$ cat config.mk
export PLATFORM = sky130hd
export DESIGN_NAME = tm1638_responder
export DESIGN_NICKNAME = d
export VERILOG_FILES = /design/src/rtl/apple_pkg.sv /design/src/rtl/sync_edge.sv /design/src/rtl/tm1638_responder.sv
export SDC_FILE = /design/constraint.sdc
export NUM_CORES = 1
export LEC_CHECK = 0
export BUFFER_PORTS_ARGS = -buffer_cell sky130_fd_sc_hd__buf_2
export CAP_MARGIN = 20
export CORE_MARGIN = 1
export CORE_UTILIZATION = 30
export DETAILED_ROUTE_END_ITERATION = 7
export PLACE_DENSITY = 0.48
export SYNTH_ARGS = -nofsm -noshare
export SYNTH_HDL_FRONTEND = slang
export SYNTH_SLANG_ARGS = --single-unit
$ cat constraint.sdc
create_clock -name clk -period 8 [get_ports clk]
set_input_delay 0.4 -clock clk [delete_from_list [all_inputs] [get_ports clk]]
set_output_delay 0.4 -clock clk [all_outputs]
set_load 0.02 [all_outputs]
$ cat src/rtl/apple_pkg.sv
// Shared TM1638 protocol constants: FSM states and command-field codes.
// Latency: n/a (declarations only).
// Backpressure: n/a.
package apple_pkg;

    typedef enum logic [2:0] {
        IDLE,
        CMD,
        WDATA,
        RDATA,
        SKIP
    } state_t;

    // Command byte bits[7:6]; 00 is not a legal command.
    localparam logic [1:0] CMD_DATA = 2'b01;
    localparam logic [1:0] CMD_DISP = 2'b10;
    localparam logic [1:0] CMD_ADDR = 2'b11;

    // Data command bits[1:0] selecting a key-scan read.
    localparam logic [1:0] MODE_READ = 2'b10;

endpackage

$ cat src/rtl/sync_edge.sv
// 2-flop synchronizer with rise/fall detection on the synchronized level.
// Latency: q follows d after 2 clk; rise/fall are combinational from the sync chain.
// Backpressure: none; edges are single-cycle pulses that must be consumed immediately.
// Ports: clk, reset (async high), d (async input), q (synced level), rise, fall.
module sync_edge #(
    parameter logic RST_VAL = 1'b1
) (
    input  logic clk,
    input  logic reset,
    input  logic d,
    output logic q,
    output logic rise,
    output logic fall
);

    logic meta;
    logic sync;
    logic prev;

    // All three flops preset to the idle level so leaving reset never fakes an edge.
    always_ff @(posedge clk or posedge reset) begin
        if (reset) begin
            meta <= RST_VAL;
            sync <= RST_VAL;
            prev <= RST_VAL;
        end else begin
            meta <= d;
            sync <= meta;
            prev <= sync;
        end
    end

    assign q    = sync;
    assign rise = sync & ~prev;
    assign fall = ~sync & prev;

endmodule

$ cat src/rtl/tm1638_responder.sv
// TM1638 slave emulation: decodes host commands into display RAM/control and returns key bytes.
// Latency: a written byte reaches ram_data 3 clk after the 8th tm_clk rise; read bits appear 3 clk after tm_clk fall.
// Backpressure: none; the host owns the serial clock, so clk must run at least 8x tm_clk.
// Ports: clk/reset; tm_cs/tm_clk/tm_dio_in from host, tm_dio_out/tm_dio_oe to the shared DIO pin;
//        keys (byte 0 = bits[7:0]); ram_addr -> ram_data combinational read; disp_on, brightness;
//        frame_done and cmd_error one-cycle pulses.
module tm1638_responder
    import apple_pkg::*;
#(
    parameter int KEY_BYTES = 4
) (
    input  logic                   clk,
    input  logic                   reset,
    input  logic                   tm_cs,
    input  logic                   tm_clk,
    input  logic                   tm_dio_in,
    output logic                   tm_dio_out,
    output logic                   tm_dio_oe,
    input  logic [8*KEY_BYTES-1:0] keys,
    input  logic [3:0]             ram_addr,
    output logic [7:0]             ram_data,
    output logic                   disp_on,
    output logic [2:0]             brightness,
    output logic                   frame_done,
    output logic                   cmd_error
);

    localparam int                NBITS    = 8 * KEY_BYTES;
    localparam int                PTR_W    = $clog2(NBITS);
    localparam logic [PTR_W-1:0]  PTR_LAST = PTR_W'(NBITS - 1);

    logic cs_q, cs_rise, cs_fall;
    logic clk_q, clk_rise, clk_fall;
    logic dio_q, dio_rise, dio_fall;

    sync_edge #(.RST_VAL(1'b1)) u_sync_cs (
        .clk (clk), .reset(reset), .d(tm_cs),
        .q   (cs_q), .rise(cs_rise), .fall(cs_fall)
    );

    sync_edge #(.RST_VAL(1'b1)) u_sync_clk (
        .clk (clk), .reset(reset), .d(tm_clk),
        .q   (clk_q), .rise(clk_rise), .fall(clk_fall)
    );

    sync_edge #(.RST_VAL(1'b1)) u_sync_dio (
        .clk (clk), .reset(reset), .d(tm_dio_in),
        .q   (dio_q), .rise(dio_rise), .fall(dio_fall)
    );

    // Only levels/edges the protocol needs are consumed; the rest are tied off here.
    logic sync_unused;
    assign sync_unused = ^{cs_q, clk_q, dio_rise, dio_fall};

    state_t            state;
    logic [2:0]        bit_cnt;
    logic [7:0]        shreg;
    logic [3:0]        addr;
    logic              auto_inc;
    logic [PTR_W-1:0]  ptr;
    logic [NBITS-1:0]  snapshot;
    logic [7:0]        ram [16];

    // LSB-first: the newest bit enters at the top, so after 8 shifts bit 0 is the first one sent.
    logic [7:0] nxt_byte;
    assign nxt_byte = {dio_q, shreg[7:1]};

    assign ram_data = ram[ram_addr];

    always_ff @(posedge clk or posedge reset) begin
        if (reset) begin
            state      <= IDLE;
            bit_cnt    <= 3'd0;
            shreg      <= 8'h00;
            addr       <= 4'd0;
            auto_inc   <= 1'b1;
            ptr        <= '0;
            snapshot   <= '0;
            disp_on    <= 1'b0;
            brightness <= 3'd0;
            tm_dio_out <= 1'b0;
            tm_dio_oe  <= 1'b0;
            frame_done <= 1'b0;
            cmd_error  <= 1'b0;
            for (int i = 0; i < 16; i++) begin
                ram[i] <= 8'h00;
            end
        end else begin
            frame_done <= 1'b0;
            cmd_error  <= 1'b0;

            // Strobe edges outrank any tm_clk edge seen in the same cycle.
            if (cs_rise) begin
                bit_cnt <= 3'd0;
                if (state != IDLE) begin
                    state      <= IDLE;
                    tm_dio_oe  <= 1'b0;
                    frame_done <= 1'b1;
                end
            end else if (cs_fall) begin
                state     <= CMD;
                bit_cnt   <= 3'd0;
                tm_dio_oe <= 1'b0;
            end else begin
                case (state)
                    CMD: begin
                        if (clk_rise) begin
                            shreg   <= nxt_byte;
                            bit_cnt <= bit_cnt + 3'd1;
                            if (bit_cnt == 3'd7) begin
                                case (nxt_byte[7:6])
                                    CMD_DATA: begin
                                        auto_inc <= ~nxt_byte[2];
                                        if (nxt_byte[1:0] == MODE_READ) begin
                                            snapshot <= keys;
                                            ptr      <= '0;
                                            state    <= RDATA;
                                        end else begin
                                            state <= SKIP;
                                        end
                                    end
                                    CMD_DISP: begin
                                        disp_on    <= nxt_byte[3];
                                        brightness <= nxt_byte[2:0];
                                        state      <= SKIP;
                                    end
                                    CMD_ADDR: begin
                                        addr  <= nxt_byte[3:0];
                                        state <= WDATA;
                                    end
                                    default: begin
                                        cmd_error <= 1'b1;
                                        state     <= SKIP;
                                    end
                                endcase
                            end
                        end
                    end

                    WDATA: begin
                        if (clk_rise) begin
                            shreg   <= nxt_byte;
                            bit_cnt <= bit_cnt + 3'd1;
                            if (bit_cnt == 3'd7) begin
                                ram[addr] <= nxt_byte;
                                if (auto_inc) begin
                                    addr <= addr + 4'd1;   // 4-bit wrap 15 -> 0
                                end
                            end
                        end
                    end

                    RDATA: begin
                        // Data changes on the falling edge so it is stable for the host's rising-edge sample.
                        if (clk_fall) begin
                            tm_dio_out <= snapshot[ptr];
                            tm_dio_oe  <= 1'b1;
                        end else if (clk_rise) begin
                            if (ptr == PTR_LAST) begin
                                ptr       <= '0;
                                tm_dio_oe <= 1'b0;
                                state     <= SKIP;
                            end else begin
                                ptr <= ptr + 1'b1;
                            end
                        end
                    end

                    default: ;  // IDLE and SKIP ignore tm_clk
                endcase
            end
        end
    end

endmodule

Yosys cells after proc, flatten, opt, wreduce, memory -nomap -nowiden

Cells that the tools add are included.
Widths: inputs -> output; s select.

Flip-flop bits (word level): 200
Input port bits: 41
Logic and storage cells: 158

$add $sub $neg: 3
$lt $le $gt $ge: 4
Equality and inequality tests: 25
Multiplexer cells: 53
Bitwise gates (word level): 13
Reduce and logical (&&, ||, !) cells: 23

Operators with widths:

| operator           | count |
|---|---|
| $bwmux 128         | 1 |
| $mux 3             | 13 |
| $mux 5             | 7 |
| $bmux 8 s4         | 1 |
| $demux 8 s4        | 1 |
| $mux 4             | 6 |
| $mux 8             | 3 |
| $ne 2x2->1 const B | 10 |
| $ne 4x4->1 const B | 5 |
| $reduce_and 9->1   | 2 |
| $mux 1             | 16 |
| $reduce_and 7->1   | 2 |
| $pmux 3 s2         | 2 |
| $reduce_and 4->1   | 3 |
| $reduce_and 6->1   | 2 |
| $reduce_bool 3->1  | 4 |
| $reduce_bool 4->1  | 3 |
| $ge 5x5->1 const B | 2 |
| $not 4->5          | 2 |
| $pmux 5 s2         | 1 |
| $pmux 4 s2         | 1 |
| $not 1->1          | 7 |
| $eq 2x2->1 const B | 3 |
| $eq 3x2->1 const B | 2 |
| other kinds (18)   | 22 |

Longest topological paths before layout

Word-level depth: 8
Mapped depth: 8
Gate-level depth less buffers: 8

Cells and area by module

A second synthesis with hierarchy kept.

Cells, all modules: 633
Area, all modules: 9,291.4 µm²

Modules (own cells, without submodules):

| module           | instances | cells each | area an instance (µm²) | seq. area each (µm²) |
|---|---|---|---|---|
| tm1638_responder | 1         | 615        | 8,998.6                | 4,780.8 |
| sync_edge        | 3         | 6          | 97.6                   | 78.8 |

Least setup slack after synthesis

No wires, ideal clock.

Path kind: register to register
From: register u_sync_cs.sync, in the netlist u_sync_cs.q
To: register snapshot[0]
Data arrival time: 2.008 ns
Required time: 7.872 ns
Setup slack: 5.865 ns
Stages on the path, launching flop included: 8
Path buffers: 1
Cells stage by stage: dfstp_2 inv_1 ha_1 nand4b_4 or2_1 nor2_4 buf_4 mux2_1

Longest elaborated chain between the ends: 4
Elaborated cells between the ends (all ways): 6
Those cells by class: bitwise: 5; reduce/logical: 1

RTL lines:

| element                               | RTL line                | text |
|---|---|---|
| start, declared                       | sync_edge.sv:17         | `logic sync;` |
| start signal, assigned                | sync_edge.sv:28         | `sync <= meta;` |
| $not 1->1                             | sync_edge.sv:35         | `assign fall = ~sync & prev;` |
| $and 1x1->1                           | sync_edge.sv:35         |  |
| $not 1->1 (no source line)            | n/a                     |  |
| $reduce_and 7->1 (no source line) (*) | n/a                     |  |
| end signal, assigned                  | tm1638_responder.sv:115 | `snapshot <= keys;` |
| end, declared                         | tm1638_responder.sv:61  | `logic [NBITS-1:0] snapshot;` |

Every way passes the cells marked *; elsewhere a longest branch is shown, timed or not.
A chain may end at the register's enable or synchronous reset.

Worst setup path in the final report

From: input port ram_addr[0]
To: output port ram_data[6]

Longest elaborated chain between the ends: 4

RTL lines:

| element                                    | RTL line               | text |
|---|---|---|
| start, declared                            | tm1638_responder.sv:20 | `input logic [3:0] ram_addr,` |
| $not 4->5 (not written as such)            | tm1638_responder.sv:68 | `assign ram_data = ram[ram_addr];` |
| $bmux 8 s4                                 | tm1638_responder.sv:68 |  |
| $mux 8 (not written as such) (2 in series) | tm1638_responder.sv:68 |  |
| end, declared                              | tm1638_responder.sv:21 | `output logic [7:0] ram_data,` |

No other way between the ends. The select of a mux whose other input is x is not followed.

==> impl_metrics.toml <==
[logic_synthesis]
synth_nets = 682
ys.warnings.count = 0
post_synthesis_simple_gate_area_fraction = 0.0614
synthCells = 629
number_of_flops_mapped_to_enable_cells_by_yosys = 0
xor_xnor_cell_area_share_of_the_yosys_netlist = 0
netlist-cell-type-count = 53
netlist_area_mm2 = 0.00936
post_synth.cell_area_avg_um2 = 14.9
synth_top_cell_area_share = 0.508
fraction_of_the_mapped_netlist_area_in_adder_cells = 0.0160
synth_top_family_by_area = "multiplexers"
post_synth_main_area_contributors = "sky130_fd_sc_hd__dfrtp_1 (51%), sky130_fd_sc_hd__mux2_2 (16%), sky130_fd_sc_hd__mux4_1 (6.7%), sky130_fd_sc_hd__mux2_1 (4.7%), sky130_fd_sc_hd__mux4_2 (3.9%)"
synth_top_area_cell = "sky130_fd_sc_hd__dfrtp_1"
synth.area.mux_share = 0.328
ys_async_sr_fraction = 1.00
yosys-top-cells-count = "sky130_fd_sc_hd__dfrtp_1 (190), sky130_fd_sc_hd__mux2_2 (130), sky130_fd_sc_hd__mux2_1 (39), sky130_fd_sc_hd__mux4_1 (24)"
synth.most_common_cell = "sky130_fd_sc_hd__dfrtp_1"
yosysSeqAreaShare = 0.533
synth_flop_cell = "sky130_fd_sc_hd__dfrtp_1"
postSynthRegisterBits = 199
synth_area_in_compound_gates = 0.0310

[flow_run]
timing.max_cap.violations = 0

[sta]
timing_max_transition_violations_final = 0
worst_hold_margin_ns = -0.00985
setup_repair_after_global_routing_missed_its_margin = "false"
report.final.setup_viol = 0
final_number_of_hold_violating_endpoints = 5
max_slew.worst_pin.slew_ns = 1.05
fmax_mhz = 335
tcrit_tclk_final = 0.373
relSlewSlack = 0.297
totalNegativeSetupSlack_ns = 0
fin_skew_ns = 0.0186
final_critical_path_setup_slack_ns = 5.02
post_layout_minimum_cycle_time_ns = 2.98

[global_routing]
grt_remaining_overflow = 0
grt_antenna_before_repair = 0
number_of_global_route_vias_before_repair = 5753
globalRouteTotalUtil = 0.142
grt_start_max_net_pins = 146
grt_pass1_wl_um = 33400

[final_layout]
n_fill_cell = 2973
area_growth_syn_to_layout_pct = 12.5
layout.cells.non_filler = 1075
postLayoutCellArea_mm2 = 0.0105
drive_above_1_share = 0.389
nNetsFinal = 719
diodes_inserted = 0

[floorplan]
die-area_mm2 = 0.0319
core_region_area_mm2 = 0.0307
die_w_um = 179
vertical_extent_of_the_die_um = 179
ioPinCount = 57
start_util = 0.305
rows = 64

[outcome]
violations = "negative hold slack"
outcome = "complete, but fails checks"

[place]
pre_cts_ws_ns = 4.98
portBuffers = 56
detailedPlacementHpwl_um = 13500
postPlaceCellArea_mm2 = 0.00992
dp.cells = 1042
finalWeightedCongestion = 0.785

[drt]
drtPass1Iterations = 4
final_antenna_net_count = 0
num_vias = 5335
drt_iter0_markers = 223
routed_length_per_instance_um = 19.5
drc_errors = 0
post_drt_via_cell_ratio = 4.96
finalWirelength_um = 20900

[setup_path]
critical_path_peak_fanout = 32
reg2regPathDepth = 4
start_kind = "input port"
endpoint_kind = "primary output"
category_of_cells_accounting_for_the_largest_share_of_critical_path_delay = "multiplexers"
critical-path-slowest-cell = "sky130_fd_sc_hd__buf_2"
worst_setup_path_startpoint = "ram_addr[0]"
crit_path_max_incr_delay_ns = 0.78
timing.critical_path.mode_cell = "sky130_fd_sc_hd__buf_2"
r2r_end = "snapshot[22]"
critPathKind = "input port to primary output"
reg2reg_slack_ns = 5.22
crit_buf_inv = 2
worst_ep_arrival_time_ns = 2.58
critical_path.cell_chain = "buf_2 > mux4_1 > mux4_2 > buf_2"
crit_required_ns = 7.60
crit-reg2reg-launch = "shreg[2]"

[clocking]
worst_setup_hold_path_clk_slew_ns = 0.07
clock_tree_from_tritoncts = "done"
cts_setup_buffers = 0
cts_max_path_buffers = 2
cts_num_sinks = 199
clk_latency_ns = 0.45
clockRootBuffer = "sky130_fd_sc_hd__clkbuf_16"
cts_resized = 0
cts_hold_repair.buffers = 0
h-tree-depth = 4
cts-buffers-inserted = 17

[power]
cellPowerDensity_mw_per_mm2 = 189
p_leak_nw = 5.17
power.ir.vdd_worst_mv = 0.168

[min_path]
min_path_type = "input port to async pin"
==> worst register-to-register path: cells and delay by family (launching register included) <==
family	cells	cell delay, ns
and+or+nand+nor	2	1.30
muxes	1	0.42
buffers and inverters	1	0.14
DFF	1	0.80
==> final cells by class <==
type	instances	area [µm²]	share of cell area
multi-input cells	376	4090	0.388
repair buffers	58	315	0.0300
well taps	396	495	0.0471
flip-flops and latches	199	4990	0.474
clock buffers	18	439	0.0417
inverters	14	60.1	0.00570
clock inverters	14	138	0.0131
==> placed cells by master (no fill, tap or decap), types with 3 or more instances in the layout <==
cell type	instances
sky130_fd_sc_hd__o21ai_0	11
sky130_fd_sc_hd__nand2_2	9
sky130_fd_sc_hd__nand4_1	3
sky130_fd_sc_hd__a31oi_1	6
sky130_fd_sc_hd__o31ai_1	5
sky130_fd_sc_hd__inv_8	4
sky130_fd_sc_hd__inv_6	4
sky130_fd_sc_hd__a22oi_1	4
sky130_fd_sc_hd__nand2b_1	4
sky130_fd_sc_hd__dfstp_2	9
sky130_fd_sc_hd__mux4_1	24
sky130_fd_sc_hd__and2_1	4
sky130_fd_sc_hd__ha_1	12
sky130_fd_sc_hd__buf_2	56
sky130_fd_sc_hd__nand3_1	9
sky130_fd_sc_hd__a21oi_1	5
sky130_fd_sc_hd__mux4_2	16
sky130_fd_sc_hd__dfrtp_1	190
sky130_fd_sc_hd__mux2_2	130
sky130_fd_sc_hd__nor2_1	13
sky130_fd_sc_hd__nor2b_1	8
sky130_fd_sc_hd__and3_1	8
sky130_fd_sc_hd__nand3_4	3
sky130_fd_sc_hd__clkinv_2	3
sky130_fd_sc_hd__inv_1	13
sky130_fd_sc_hd__clkbuf_16	17
sky130_fd_sc_hd__mux2i_1	18
sky130_fd_sc_hd__nand2_1	19
sky130_fd_sc_hd__mux2_1	39
==> where the power goes <==
part           leakage [nW]  switching, mW  total [mW]  internal, mW
sequential             2.74         0.0276        1.04          1.02
clock                 0.283          0.409       0.856         0.447
combinational          2.14         0.0556      0.0874        0.0319
total                  5.17          0.492        1.99          1.50
==> routing by layer <==
layer  GRT usage  up-vias  share of wire
li1            -     2407              -
met1       0.179     2800           0.44
met2       0.233      104           0.49
met3      0.0364       24          0.048
met4      0.0551        0          0.019
met5           0        -              0
==> registers in the layout, summed over array words and instances (netlist names), 3 cells and up <==
signal	cells
snapshot	32
addr	4
state	3
shreg	7
brightness	3
bit_cnt	3
ram	128
ptr	5
==> how the worst max path moves through the flow <==
stage / endpoint / slack [ns] / cells past startpoint
5_1_grt: ram_data[6] / 4.92 / 4
6_report: ram_data[6] / 5.02 / 4
3_3_place_gp: ram_data[6] / 5.06 / 4
2_1_floorplan: addr[0] / 2.19 / 1
4_1_cts: ram_data[6] / 4.98 / 4
3_5_place_dp: ram_data[6] / 4.98 / 4
==> stage by stage <==
step                      total power [mW]  hold slack [ns]  utilization
after floorplan                       1.12            0.345            -
after global placement                1.15            0.348        0.324
after CTS                             2.02           0.0274        0.342
after global routing                  2.07           0.0180        0.343
after detailed placement              1.15            0.347        0.324
final                                 1.99         -0.00985        0.343
==> kinds of logic after synthesis <==
| family | Yosys count |
|---|---|
| AO/OA/AOI/OAI | 44 |
| adder cells (fa/ha/maj) | 12 |
| buffers and inverters | 54 |
| flip-flops | 199 |
| multiplexers | 227 |
| AND/OR/NAND/NOR | 93 |
Note: power is estimated with default switching activity, not from simulation.
